## src/rtl/sequence_player.sv

```systemverilog
// sequence_player: plays back a stored colour sequence on a one-hot LED display.
//
// On start, entries 0..min(level, DEPTH)-1 are read from an external registered
// ROM (sequence_rom) one at a time. Each entry is fetched (FETCH), latched
// (LATCH), shown for ON_CYCLES cycles (SHOW) and followed by an OFF_CYCLES dark
// gap (GAP). After the last entry a one-cycle done pulse is issued (FIN).
//
// Ports:
//   clk      in   single clock, rising edge
//   rst      in   synchronous, active-high reset
//   start    in   one-cycle playback request (ignored unless idle)
//   abort    in   stop playback at the next edge, no done pulse
//   level    in   number of entries to play (clamped to DEPTH)
//   rd_addr  out  read address to sequence_rom
//   rd_data  in   registered read data from sequence_rom (colour code)
//   led      out  one-hot colour display, bit n lit for colour n
//   busy     out  high while playback is in progress
//   done     out  one-cycle pulse when playback completes normally
module sequence_player #(
  parameter int unsigned DEPTH      = 16,
  parameter int unsigned ON_CYCLES  = 25_000_000,
  parameter int unsigned OFF_CYCLES = 12_500_000
) (
  input  logic       clk,
  input  logic       rst,
  input  logic       start,
  input  logic       abort,
  input  logic [3:0] level,
  output logic [3:0] rd_addr,
  input  logic [1:0] rd_data,
  output logic [3:0] led,
  output logic       busy,
  output logic       done
);

  localparam int unsigned MaxCycles = (ON_CYCLES > OFF_CYCLES) ? ON_CYCLES : OFF_CYCLES;
  localparam int unsigned CntW      = $clog2(MaxCycles + 1);

  localparam logic [CntW-1:0] OnLast  = CntW'(ON_CYCLES - 1);
  localparam logic [CntW-1:0] OffLast = CntW'(OFF_CYCLES - 1);
  // Five bits so that DEPTH = 16 is representable.
  localparam logic [4:0]      DepthW  = 5'(DEPTH);

  typedef enum logic [2:0] {
    StIdle,
    StFetch,
    StLatch,
    StShow,
    StGap,
    StFin
  } state_e;

  state_e          state_q, state_d;
  logic [3:0]      idx_q, idx_d;
  logic [4:0]      eff_q, eff_d;
  logic [1:0]      colour_q, colour_d;
  logic [3:0]      rd_addr_q, rd_addr_d;
  logic [CntW-1:0] cnt_q, cnt_d;

  logic [4:0] eff_load;
  logic [4:0] idx_inc;

  // Effective level is min(level, DEPTH); only sampled on leaving IDLE.
  assign eff_load = ({1'b0, level} > DepthW) ? DepthW : {1'b0, level};
  assign idx_inc  = {1'b0, idx_q} + 5'd1;

  // State and datapath registers.
  always_ff @(posedge clk) begin
    if (rst) begin
      state_q   <= StIdle;
      idx_q     <= 4'd0;
      eff_q     <= 5'd0;
      colour_q  <= 2'd0;
      rd_addr_q <= 4'd0;
      cnt_q     <= '0;
    end else begin
      state_q   <= state_d;
      idx_q     <= idx_d;
      eff_q     <= eff_d;
      colour_q  <= colour_d;
      rd_addr_q <= rd_addr_d;
      cnt_q     <= cnt_d;
    end
  end

  // Next-state logic.
  always_comb begin
    state_d = state_q;
    unique case (state_q)
      StIdle: begin
        if (start && !abort) begin
          state_d = (eff_load == 5'd0) ? StFin : StFetch;
        end
      end
      StFetch: state_d = StLatch;
      StLatch: state_d = StShow;
      StShow: begin
        if (cnt_q == OnLast) begin
          state_d = StGap;
        end
      end
      StGap: begin
        if (cnt_q == OffLast) begin
          state_d = (idx_inc < eff_q) ? StFetch : StFin;
        end
      end
      StFin:   state_d = StIdle;
      default: state_d = StIdle;
    endcase

    // Abort overrides every other transition out of a non-idle state.
    if (abort && (state_q != StIdle)) begin
      state_d = StIdle;
    end
  end

  // Datapath next-state: index, level, colour, address and phase counter.
  always_comb begin
    idx_d     = idx_q;
    eff_d     = eff_q;
    colour_d  = colour_q;
    rd_addr_d = rd_addr_q;
    cnt_d     = '0;

    // Counter only runs while staying in SHOW or GAP; any state change clears it.
    if ((state_d == state_q) && ((state_q == StShow) || (state_q == StGap))) begin
      cnt_d = cnt_q + CntW'(1);
    end

    if ((state_q == StIdle) && (state_d != StIdle)) begin
      idx_d = 4'd0;
      eff_d = eff_load;
    end

    if ((state_q == StGap) && (state_d == StFetch)) begin
      idx_d = idx_inc[3:0];
    end

    // Address is registered on entry to FETCH and held through LATCH and beyond,
    // so the ROM sees it at the FETCH->LATCH edge and its output is valid at the
    // LATCH->SHOW edge.
    if (state_d == StFetch) begin
      rd_addr_d = idx_d;
    end

    if ((state_q == StLatch) && (state_d == StShow)) begin
      colour_d = rd_data;
    end
  end

  // Outputs.
  always_comb begin
    led  = 4'b0000;
    busy = 1'b0;
    done = 1'b0;
    unique case (state_q)
      StFetch, StLatch, StGap: busy = 1'b1;
      StShow: begin
        busy = 1'b1;
        led  = 4'b0001 << colour_q;
      end
      StFin:   done = 1'b1;
      default: ;
    endcase
  end

  assign rd_addr = rd_addr_q;

  // Display must never show two colours at once.
  led_onehot_a: assert property (@(posedge clk) $onehot0(led));
  // Address never leaves the populated ROM range.
  rd_addr_range_a: assert property (@(posedge clk) ({1'b0, rd_addr} < DepthW));

endmodule

```

## config.mk

```make
export PLATFORM = sky130hd
export DESIGN_NAME = sequence_player
export DESIGN_NICKNAME = d
export VERILOG_FILES = /design/src/rtl/sequence_player.sv
export SDC_FILE = /design/constraint.sdc
export NUM_CORES = 1
export LEC_CHECK = 0
export CORE_MARGIN = 2
export CORE_UTILIZATION = 55
export DETAILED_ROUTE_END_ITERATION = 10
export HOLD_SLACK_MARGIN = 0.05
export PLACE_DENSITY = 0.73
export SLEW_MARGIN = 20
export SYNTH_ARGS = -nofsm -noshare
export SYNTH_HDL_FRONTEND = slang
export SYNTH_SLANG_ARGS = --single-unit
```

## constraint.sdc

```tcl
create_clock -name clk -period 5.9 [get_ports clk]
set_clock_uncertainty 0.05 [all_clocks]
set_input_delay 1.18 -clock clk [delete_from_list [all_inputs] [get_ports clk]]
set_output_delay 1.18 -clock clk [all_outputs]
set_load 0.02 [all_outputs]
```

==> results of run 1 <==
[critical path: stages]
cell and delay [ps]:
clkdlybuf4s50_1 520, nor2_1 210, nand3_1 470, o221a_4 320, a21oi_4 750, nor3b_1 110
[power by group]
| group | internal (uW) | total [uW] | leakage [uW] | switching, uW |
|---|---|---|---|---|
| Clock | 125 | 223 | 0.0000579 | 98.3 |
| Combinational | 18.5 | 42.6 | 0.000431 | 24.1 |
| Sequential | 287 | 290 | 0.000339 | 2.95 |
[sequential cells by signal, summed over array words and instances (netlist names)]
name and cells:
state_q 3, cnt_q 25, colour_q 2, rd_addr 4, idx_q 4, eff_q 4
[cell type report]
| type | instances | area (sq um) | area share (%) |
|---|---|---|---|
| multi-input cells | 200 | 1401 | 53.28 |
| clock buffers | 5 | 68.82 | 2.617 |
| repair buffers | 20 | 197.7 | 7.517 |
| flip-flops and latches | 42 | 840.8 | 31.97 |
| clock inverters | 3 | 40.04 | 1.522 |
| inverters | 5 | 18.77 | 0.7136 |
| well taps | 50 | 62.56 | 2.379 |
[layer usage]
| metal | global-route usage, % | share of wire [%] | vias up |
|---|---|---|---|
| li1 | - | - | 967 |
| met1 | 29.30 | 52 | 894 |
| met2 | 30.56 | 43 | 42 |
| met3 | 3.801 | 3.7 | 6 |
| met4 | 5.882 | 1.1 | 0 |
| met5 | 0 | 0 | - |
[cell usage in the layout (no fill, tap or decap), types with 6 or more instances in the layout]
master            n
xnor2_1          10
mux2i_1           6
nor3_2           20
nand4_1           8
dfxtp_1          42
nand2_1          21
and3_1            7
a21oi_1          10
nor3b_1           6
nor2_1           20
nand3_1          15
xor2_1           15
clkdlybuf4s50_1  19
nor3_1           14
[kinds of logic (layout without fill, tap and decap cells)]
kind of cell | after synthesis | after routing | share of synthesized area [%]
mux | 6 | 6 | 2.584
simple gates | 134 | 134 | 35.63
compound gates | 30 | 30 | 9.958
buf+inv | 14 | 33 | 3.552
flops | 42 | 42 | 36.17
fa+ha+maj | 5 | 5 | 2.691
xor+xnor | 25 | 25 | 9.419
[how the worst max path moves through the flow]
stage	startpoint	end	slack, ps	cells after the start
6_report	abort	cnt_q[1]	2410	6
5_1_grt	abort	cnt_q[1]	2170	6
4_1_cts	abort	cnt_q[1]	2410	6
3_5_place_dp	abort	cnt_q[1]	2100	6
3_3_place_gp	abort	cnt_q[1]	2200	6
2_1_floorplan	state_q[2]	led[1]	3240	4
[through the flow]
stage / cell area [sq um] / total power, uW / cells / worst slack (ps) / hold WS (ps)
floorplan: 2325 / 324.3 / 256 / 3237 / 403.6
global placement: 2521 / 338.4 / 317 / 2203 / 425.8
detailed placement: 2521 / 339.4 / 317 / 2102 / 426.6
CTS: 2630 / 559.7 / 325 / 2407 / 442.4
global route: 2630 / 577.5 / 325 / 2170 / 487.0
finish: 2630 / 555.4 / 325 / 2414 / 441.2
==> results.ini, run 1 <==
[routing]
drt_wl_total_mm = 4.581
wl_per_cell_microns = 14.10
drtAntennaViolNets = 0
route.detailed.drc = 0
dr.pass1.iters = 4
vias_per_cell = 5.874
drtIter0Drc = 159
num_vias = 1909

[power]
irDropWorstVdd_v = 0.0001235
cellPowerDensity_mw_per_mm2 = 211.2
cellLeakagePower_uw = 0.0008283

[logic_synthesis]
synthTopCellsByArea = dfxtp_1, nor3_2, xor2_1
yosysWarnings = 0
synthFlopType = dfxtp_1
synth_area_per_cell_sq_um = 9.081
yosys.area.top_type = dfxtp_1
synth_nets = 271
synth_common_cells = dfxtp_1, nand2_1, nor2_1, nor3_2
synth_top_area_share_pct = 36.17
async_flop_share_pct = 0
syn_inst = 256
yosysMostFrequentCell = dfxtp_1
ys_seq_area_share_pct = 36.17
netlist_area_sq_mm = 0.002325
ys_ff_latch = 42
synth_edf_count = 0
synth_cell_types = 46

[sta]
hold_violations = 0
slew-limit-headroom_pct = 37.21
final.setup.tns_ps = 0
rsz0062_at_grt = false
worst_pin_slew_ps = 939.7
fmax_mhz = 286.9
fin_crit_sh_pct = 59.09
setup_violations = 0
drv_slew = 0
finalCriticalPeriod_ps = 3486

[global_route]
antenna_found_initial = 0
grt_usage_pct = 20.21
grt_max_degree = 26
grt_pass1_vias = 1783
globalRouteOverflowTotal = 0
grt_pass1_wl_mm = 8.114

[cts]
htree_levels = 2
clk_latency_ps = 290
cts_root_buf = clkbuf_8
cts_setup_buffers = 0
ctsResizeCount = 0
ctsHoldBuffers = 0
cts.sinks = 42
clockBufferDepth = 2
tritoncts = built
clkTransAtPathRegs_ps = 80
cts_buffers = 5

[floorplanning]
die_w_microns = 69.02
io_pins = 20
core_sq_mm = 0.004029
rows = 23
die_height_microns = 69.02
dieArea_sq_mm = 0.004763
initial_core_util_pct = 57.70

[worst_setup_path]
crit-reg2reg-launch = cnt_q[7]
cp_max_fo = 25
crit_path_start_kind = primary input
cp.required_ps = 5990
worstSetupPathType = in2reg
rr_worst_depth = 6
r2r-end = cnt_q[1]
crit_path_end_kind = flop
arrival_ps = 3580
reg2reg_slack_ps = 2940

[finish]
fillCellCount = 359
nets = 289
drive_above_1_share_pct = 13.82
final_core_util_pct = 65.28
diodes = 0
synthToLayoutAreaGrowth_pct = 13.13

[worst_hold_path]
hold_depth = 1
hold_path_class = reg2reg
worstHoldEndpoint = cnt_q[0]
min_from = cnt_q[0]

[job]
maxCapViolations = 0

[placed_design]
place.gp.congestion = 0.8408
hpwlAfterDp_mm = 3.236
port_buffers = 19

[outcome]
outcome = complete, no violations

Power figures use the tool's default switching activity.
==> inputs of run 2 (changes only) <==
--- a/config.mk
+++ b/config.mk
@@ -6,7 +6,7 @@
 export NUM_CORES = 1
 export LEC_CHECK = 0
 export CORE_MARGIN = 2
-export CORE_UTILIZATION = 55
+export CORE_UTILIZATION = 52
 export DETAILED_ROUTE_END_ITERATION = 10
 export HOLD_SLACK_MARGIN = 0.05
 export PLACE_DENSITY = 0.73
==> constraint.sdc (replaced) <==
create_clock -name clk -period 3.2 [get_ports clk]
set_clock_uncertainty 0.05 [all_clocks]
set_input_delay 0.64 -clock clk [delete_from_list [all_inputs] [get_ports clk]]
set_output_delay 0.64 -clock clk [all_outputs]
set_load 0.02 [all_outputs]
==> results.ini, run 2 (synthesis gave the netlist of run 1 again) <==
[outcome]
outcome = complete, no violations

[finish]
drive_above_1_share_pct = 14.13
regMostFlops = cnt_q
final_cell_mix = dfxtp_1, nand2_1, nor2_1, nor3_2, clkdlybuf4s50_1
final_core_util_pct = 61.08
postLayoutCellArea_sq_mm = 0.002641
synthToLayoutAreaGrowth_pct = 13.62
final_common_cell = dfxtp_1
nets = 292
largest_reg_flops = 25
diodes = 0

[power]
cellPowerDensity_mw_per_mm2 = 360.6
irDropWorstVdd_v = 0.0002842
cellLeakagePower_uw = 0.0008334

[placed_design]
hpwlAfterDp_mm = 3.377
placed_cell_area_sq_mm = 0.002559
place.gp.congestion = 0.9164
port_buffers = 19
dp_slack_ps = 551.0

[routing]
wl_per_cell_microns = 13.75
drtIter0Drc = 160
vias_per_cell = 5.750
drt_wl_total_mm = 4.509
route.detailed.drc = 0
dr.pass1.iters = 4
num_vias = 1886
drtAntennaViolNets = 0

[worst_setup_path]
rr_worst_depth = 7
crit_path_start_kind = flop
reg2reg_slack_ps = 610
cp.required_ps = 2510
arrival_ps = 2120
worstSetupPathType = reg2out
cp_max_fo = 10
crit_path_end_kind = primary output

[sta]
finalCriticalPeriod_ps = 2808
finalWorstSetupSlack_ps = 391.9
rsz0062_at_grt = false
drv_slew = 0
worst_pin_slew_ps = 748.7
final.setup.tns_ps = 0
fin_crit_sh_pct = 87.75
slew-limit-headroom_pct = 49.70
hold_violations = 0
fmax_mhz = 356.1
setup_violations = 0

[cts]
cts_root_buf = clkbuf_8
clockBufferDepth = 2
tritoncts = built
cts_setup_buffers = 0
ctsResizeCount = 0
clk_latency_ps = 290
cts.sinks = 42
ctsHoldBuffers = 0
clkTransAtPathRegs_ps = 70
cts_buffers = 5
htree_levels = 2

[worst_hold_path]
hold_depth = 2
hold_path_class = reg2reg

[global_route]
grt_usage_pct = 19.51
antenna_found_initial = 0
grt_pass1_wl_mm = 7.955
globalRouteOverflowTotal = 0
grt_pass1_vias = 1829
grt_max_degree = 26

[floorplanning]
die_height_microns = 70.86
rows = 24
core_sq_mm = 0.004324
dieArea_sq_mm = 0.005021
initial_core_util_pct = 53.76
io_pins = 20
die_w_microns = 70.86

[job]
maxCapViolations = 0

-- run 2: per-layer routing --
| layer | GRT usage [%] | share of wire [%] | vias up |
|---|---|---|---|
| li1 | - | - | 979 |
| met1 | 25.84 | 48 | 868 |
| met2 | 31.46 | 46 | 34 |
| met3 | 4.843 | 4.4 | 5 |
| met4 | 6.080 | 0.91 | 0 |
| met5 | 0 | 0 | - |
-- run 2: path summary, 6_finish.rpt --
kind / startpoint / endpoint
hold / removal: rd_addr[2] / rd_addr[2]
setup reg to reg: cnt_q[9] / cnt_q[4]
hold reg to reg: rd_addr[2] / rd_addr[2]
setup / recovery: state_q[2] / led[1]
-- run 2: critical path, stage by stage (launching register included) --
cell and delay [ps]:
dfxtp_1 410, inv_1 190, nand3_1 290, nor3b_1 290, clkdlybuf4s50_1 640
-- run 2: layout make-up --
type / count / area [sq um]
fillers: 399 / 1683
repair buffers: 23 / 232.7
flip-flops and latches: 42 / 840.8
well taps: 52 / 65.06
multi-input cells: 200 / 1401
clock buffers: 6 / 82.58
inverters: 5 / 18.77
-- run 2: through the flow --
step / instances / hold WS, ps / total power (uW)
2_1_floorplan: 256 / 403.6 / 597.9
5_1_grt: 328 / 498.5 / 986.7
3_3_place_gp: 322 / 418.0 / 627.9
3_5_place_dp: 322 / 433.0 / 628.5
4_1_cts: 328 / 443.8 / 963.7
6_report: 328 / 440.2 / 952.5
-- run 2: power breakdown --
part	internal, uW	total [uW]	switching, uW
sequential	529	534	5.31
clock	166	337	170
combinational	36.3	81.2	45.0
total	732	953	221
==> inputs of run 3 (changes only) <==
--- a/config.mk
+++ b/config.mk
@@ -8,6 +8,7 @@
 export CORE_MARGIN = 2
 export CORE_UTILIZATION = 52
 export DETAILED_ROUTE_END_ITERATION = 10
+export GPL_ROUTABILITY_DRIVEN = 0
 export HOLD_SLACK_MARGIN = 0.05
 export PLACE_DENSITY = 0.73
 export SLEW_MARGIN = 20
==> results of run 3 <==
Same layout as run 2: the final DEF is identical, and so are final timing and power.
